--- config.mk ---
export PLATFORM = sky130hd
export DESIGN_NAME = scan_ctl4
export DESIGN_NICKNAME = d
export VERILOG_FILES = /design/src/rtl/scan_ctl4.sv
export SDC_FILE = /design/constraint.sdc
export NUM_CORES = 1
export LEC_CHECK = 0
export ABC_AREA = 1
export BUFFER_PORTS_ARGS = -buffer_cell sky130_fd_sc_hd__buf_2
export CAP_MARGIN = 25
export CORE_AREA = 8 8 77 79
export CTS_CLUSTER_SIZE = 40
export DETAILED_ROUTE_END_ITERATION = 16
export DIE_AREA = 0 0 85 87
export GPL_ROUTABILITY_DRIVEN = 0
export PLACE_DENSITY = 0.84
export SLEW_MARGIN = 10
export SYNTH_ARGS = -nofsm -noshare
export SYNTH_HDL_FRONTEND = slang
export SYNTH_SLANG_ARGS = --single-unit
--- constraint.sdc ---
create_clock -name clk -period 1.9 [get_ports clk]
set_clock_uncertainty 0.1 [all_clocks]
set_input_delay 0.095 -clock clk [delete_from_list [all_inputs] [get_ports clk]]
set_output_delay 0.095 -clock clk [all_outputs]
set_load 0.02 [all_outputs]
--- src/rtl/scan_ctl4.sv ---
// scan_ctl4: four-digit multiplexed seven-segment scan controller.
// A slow, asynchronous scan_clk is synchronized into a one-cycle tick. On
// each tick the controller steps to the next digit, with a dark blanking
// gap between digits to prevent ghosting. Digit values are captured at
// frame start, so a frame never shows a mix of old and new values.
module scan_ctl4 #(
    parameter int BLANK_CYC = 4
) (
    input  logic       clk,
    input  logic       rst,
    input  logic       scan_clk,
    input  logic       en,
    input  logic       lz_sup,
    input  logic [3:0] dig0,
    input  logic [3:0] dig1,
    input  logic [3:0] dig2,
    input  logic [3:0] dig3,
    input  logic [3:0] dp,
    output logic [3:0] ssd_ctl,
    output logic [7:0] segs,
    output logic [1:0] digit_idx,
    output logic       frame_done
);

    typedef enum logic [1:0] {IDLE, BLANK, SHOW} state_t;

    localparam logic [7:0] BLANK_LAST = 8'(BLANK_CYC - 1);

    state_t           state;
    logic [7:0]       blank_cnt;
    logic [3:0][3:0]  f_dig;
    logic [3:0]       f_dp;
    logic             f_lz;

    logic sync1, sync2, sync3;
    logic vld1, vld2, armed;
    logic tick;

    logic [3:0] lead_zero;
    logic [6:0] cur_abcg;
    logic [7:0] cur_segs;

    // Synchronizer and rising-edge detector. The armed flag only allows
    // ticks once a genuine low sample of scan_clk has been seen after reset,
    // so a scan_clk that is already high at release does not fire a tick.
    always_ff @(posedge clk) begin
        if (rst) begin
            sync1 <= 1'b0;
            sync2 <= 1'b0;
            sync3 <= 1'b0;
            vld1  <= 1'b0;
            vld2  <= 1'b0;
            armed <= 1'b0;
            tick  <= 1'b0;
        end else begin
            sync1 <= scan_clk;
            sync2 <= sync1;
            sync3 <= sync2;
            vld1  <= 1'b1;
            vld2  <= vld1;
            armed <= armed | (vld2 & ~sync2);
            tick  <= sync2 & ~sync3 & armed;
        end
    end

    function automatic logic [6:0] seg7(input logic [3:0] v);
        case (v)
            4'd0:    seg7 = 7'b0000001;
            4'd1:    seg7 = 7'b1001111;
            4'd2:    seg7 = 7'b0010010;
            4'd3:    seg7 = 7'b0000110;
            4'd4:    seg7 = 7'b1001100;
            4'd5:    seg7 = 7'b0100100;
            4'd6:    seg7 = 7'b0100000;
            4'd7:    seg7 = 7'b0001111;
            4'd8:    seg7 = 7'b0000000;
            4'd9:    seg7 = 7'b0000100;
            default: seg7 = 7'b1111110;
        endcase
    endfunction

    // Segment pattern for the current digit from the frame registers,
    // with leading-zero blanking; digit 0 is never blanked.
    always_comb begin
        lead_zero    = 4'b0000;
        lead_zero[3] = (f_dig[3] == 4'd0);
        lead_zero[2] = lead_zero[3] && (f_dig[2] == 4'd0);
        lead_zero[1] = lead_zero[2] && (f_dig[1] == 4'd0);
        if (f_lz && lead_zero[digit_idx])
            cur_abcg = 7'b1111111;
        else
            cur_abcg = seg7(f_dig[digit_idx]);
        cur_segs = {cur_abcg, ~f_dp[digit_idx]};
    end

    // Scan FSM with registered outputs; en low always wins and aborts the frame.
    always_ff @(posedge clk) begin
        if (rst) begin
            state      <= IDLE;
            ssd_ctl    <= 4'hF;
            segs       <= 8'hFF;
            digit_idx  <= 2'd0;
            frame_done <= 1'b0;
            blank_cnt  <= 8'd0;
            f_dig      <= '0;
            f_dp       <= 4'h0;
            f_lz       <= 1'b0;
        end else begin
            frame_done <= 1'b0;
            if (!en) begin
                state     <= IDLE;
                ssd_ctl   <= 4'hF;
                segs      <= 8'hFF;
                digit_idx <= 2'd0;
                blank_cnt <= 8'd0;
            end else begin
                case (state)
                    IDLE: begin
                        state     <= BLANK;
                        digit_idx <= 2'd0;
                        blank_cnt <= 8'd0;
                        f_dig     <= {dig3, dig2, dig1, dig0};
                        f_dp      <= dp;
                        f_lz      <= lz_sup;
                    end
                    BLANK: begin
                        if (blank_cnt == BLANK_LAST) begin
                            state     <= SHOW;
                            blank_cnt <= 8'd0;
                            ssd_ctl   <= ~(4'b0001 << digit_idx);
                            segs      <= cur_segs;
                        end else begin
                            blank_cnt <= blank_cnt + 8'd1;
                        end
                    end
                    SHOW: begin
                        if (tick) begin
                            state     <= BLANK;
                            ssd_ctl   <= 4'hF;
                            segs      <= 8'hFF;
                            blank_cnt <= 8'd0;
                            digit_idx <= digit_idx + 2'd1;
                            if (digit_idx == 2'd3) begin
                                frame_done <= 1'b1;
                                f_dig      <= {dig3, dig2, dig1, dig0};
                                f_dp       <= dp;
                                f_lz       <= lz_sup;
                            end
                        end
                    end
                    default: state <= IDLE;
                endcase
            end
        end
    end

endmodule

==> run metrics <==
DRT Pass-1 Iters=4; yosys synthesis warning count=0; antenna viol nets, final=0; # clock sinks=53; Final #Nets=458; Flop pwr share=0.552; first-pass GRT wire length=9.79 mm; setup_tns=0 ps; fmax=581 MHz; crit path launch type=register; status=complete, no violations; most frequent cells in the layout=nand2_1, nor2_1, dfxtp_1; Synth Register Bits=53; Sw Ratio=0.249; peak supply drop=521 uV; relative slew slack=0.680; minimum clock period=1720 ps; wire per inst=11.6 um; DR vias/cell=4.95; hpwl dp=4.18 mm; final period utilization=0.905; GRT Overall Usage=0.161; element type at the critical path end=register; kind of critical path=register to register; post-place setup slack=between 100 and 150 ps; diode count=0; clock tree from TritonCTS=built; Clk pwr share=0.330; Setup Fix Bufs, Post-CTS=0; final setup fails=0; via count=approximately 2400; setup ws final=around 180 ps; Leak=1.48 nW; Post-Syn Area=around 2500 sq um; starting density of the core=0.521; FFs w/ async S/R, synth=0; TritonCTS buffer count=5; CTS clk-pin slew, worst paths=roughly 100 ps; commonest non-fill, non-tap cell in the layout=nand2_1; initial antenna violation count=0; Clock Path Buffers=2; H-tree levels=2; Hold Fails Final Rpt=0; Area Growth Syn to Fin=23.0%; Clock Tree Root=clkbuf_8; Port Buffers=39; Comb pwr share=0.119; Area after DPL=2760 sq um; Post-synth EDFFs=0; final core occ=0.641; Max Cap Viol=0; share of cells above drive strength 1=0.186; Hold Crit Class=input pin to register; clk_lat worst skew=310 ps; PnR Total Power=2.14 mW; Syn Nets=395; Net Switching=0.533 mW; Avg Cell Area, Syn=7.02 sq um; power density over the cells=689 nW/um^2; largest net degree at the start of global routing=23; total grt overflow=0; Seq/Total Area, Yosys=0.420; Core Area=a little under 5000 sq um; RSZ-0062 raised after global routing=false; fill cell count=418; Routed WL=5.59 mm; vias in the first global route=2290; # IOs=40; violation count after the first detailed-route iteration=78; crit path max fanout=11; DRC=0; Post-Syn Instances=360; Final Cell Area=a little over 3000 sq um; die area=~7400 sq um; ys flop type=dfxtp_1; Worst Tran Pin Value=480 ps; Final Max Slew Viols=0; Die W=85 um; WP data required=2010 ps; chip height=87 um; internal power=1.61 mW; Data arrival, critical path=about 1800 ps; row count=26; Yosys cell types=29
[worst max-delay path, cell delays in order, from the launching register on]
cell,delay [ps]
dfxtp_1,380
ha_1,180
inv_1,70
nor3_1,280
nand3_2,170
buf_4,210
nand3_1,70
nand2_1,50
inv_1,50
nand2_1,40
[metal layers]
layer  up-vias  track usage  part of all wire
met4         0       0.0599             0.014
met3         9       0.0434             0.048
met5         -            0                 0
met2        50        0.276              0.47
li1       1270            -                 -
met1      1049        0.186              0.47
[synthesized netlist by cell type, types with 2 or more instances]
cell / instances / share of area
inv_1: 35 / 0.052
nand2_1: 76 / 0.11
dfxtp_1: 53 / 0.42
nor3_1: 5 / 0.0099
nor3_2: 2 / 0.0079
nand3_1: 36 / 0.071
nand2_2: 3 / 0.0074
buf_6: 3 / 0.013
nor2_2: 2 / 0.0049
buf_2: 6 / 0.012
clkbuf_1: 3 / 0.0045
o21ai_0: 14 / 0.028
o21ai_1: 16 / 0.032
inv_2: 8 / 0.012
nor2_1: 58 / 0.086
a21oi_1: 16 / 0.032
ha_1: 10 / 0.050
xor2_1: 2 / 0.0069
nand4_1: 2 / 0.0049
[flip-flops by register name (all words and copies together), names as in the netlist]
signal and cells:
f_dig 16, blank_cnt 8, segs 8, f_dp 4, ssd_ctl 4, digit_idx 2, state 2, armed 1
f_lz 1, frame_done 1, sync1 1, sync2 1, sync3 1, tick 1, vld1 1, vld2 1
[power groups by stage]
stage               Sequential, mW  Clock [mW]  Combinational (mW)
floorplan                     1.20           0               0.168
finish                        1.18       0.706               0.255
CTS                           1.18       0.728               0.252
global placement              1.21           0               0.210
detailed placement            1.21           0               0.216
global route                  1.19       0.768               0.293
[final timing paths]
| path | slack [ps] | cells past startpoint | startpoint | end |
|---|---|---|---|---|
| setup reg to reg | 180 | 9 | blank_cnt[0] | segs[5] |
| hold reg to reg | 300 | 1 | sync3 | tick |
| setup / recovery | 180 | 9 | blank_cnt[0] | segs[5] |
| hold / removal | 20 | 3 | dig1[2] | f_dig[6] |
[timing repair]
action                                  CTS  global route
endpoints found under the hold margin    26             0
gates resized for setup                   0             5
hold buffers                             23             0
endpoints found under the setup margin    0             9
[kinds of logic (layout without fill, tap and decap cells)]
family | Yosys count | in the layout | synth area share
adder cells (fa/ha/maj) | 10 | 10 | 0.0495
XOR/XNOR | 2 | 2 | 0.00693
AND/OR/NAND/NOR | 190 | 190 | 0.324
buffers and inverters | 56 | 120 | 0.0965
AO/OA/AOI/OAI | 49 | 49 | 0.103
flip-flops | 53 | 53 | 0.420
[through the flow]
step	instances	hold WS, ps
after floorplan	360	102
after global placement	449	195
after detailed placement	449	206
after CTS	480	6.32
after global routing	480	40.4
final	480	17.8
[layout make-up]
| class | instances | area [sq um] | area share |
|---|---|---|---|
| Multi-Input combinational cell | 251 | 1230 | 0.395 |
| Sequential cell | 53 | 1070 | 0.343 |
| Timing Repair Buffer | 69 | 478 | 0.154 |
| Inverter | 43 | 161 | 0.0519 |
| Clock buffer | 7 | 96.3 | 0.0310 |
| Tap cell | 56 | 70.1 | 0.0225 |
| Clock inverter | 1 | 8.76 | 0.00282 |
Power figures use the tool's default switching activity.
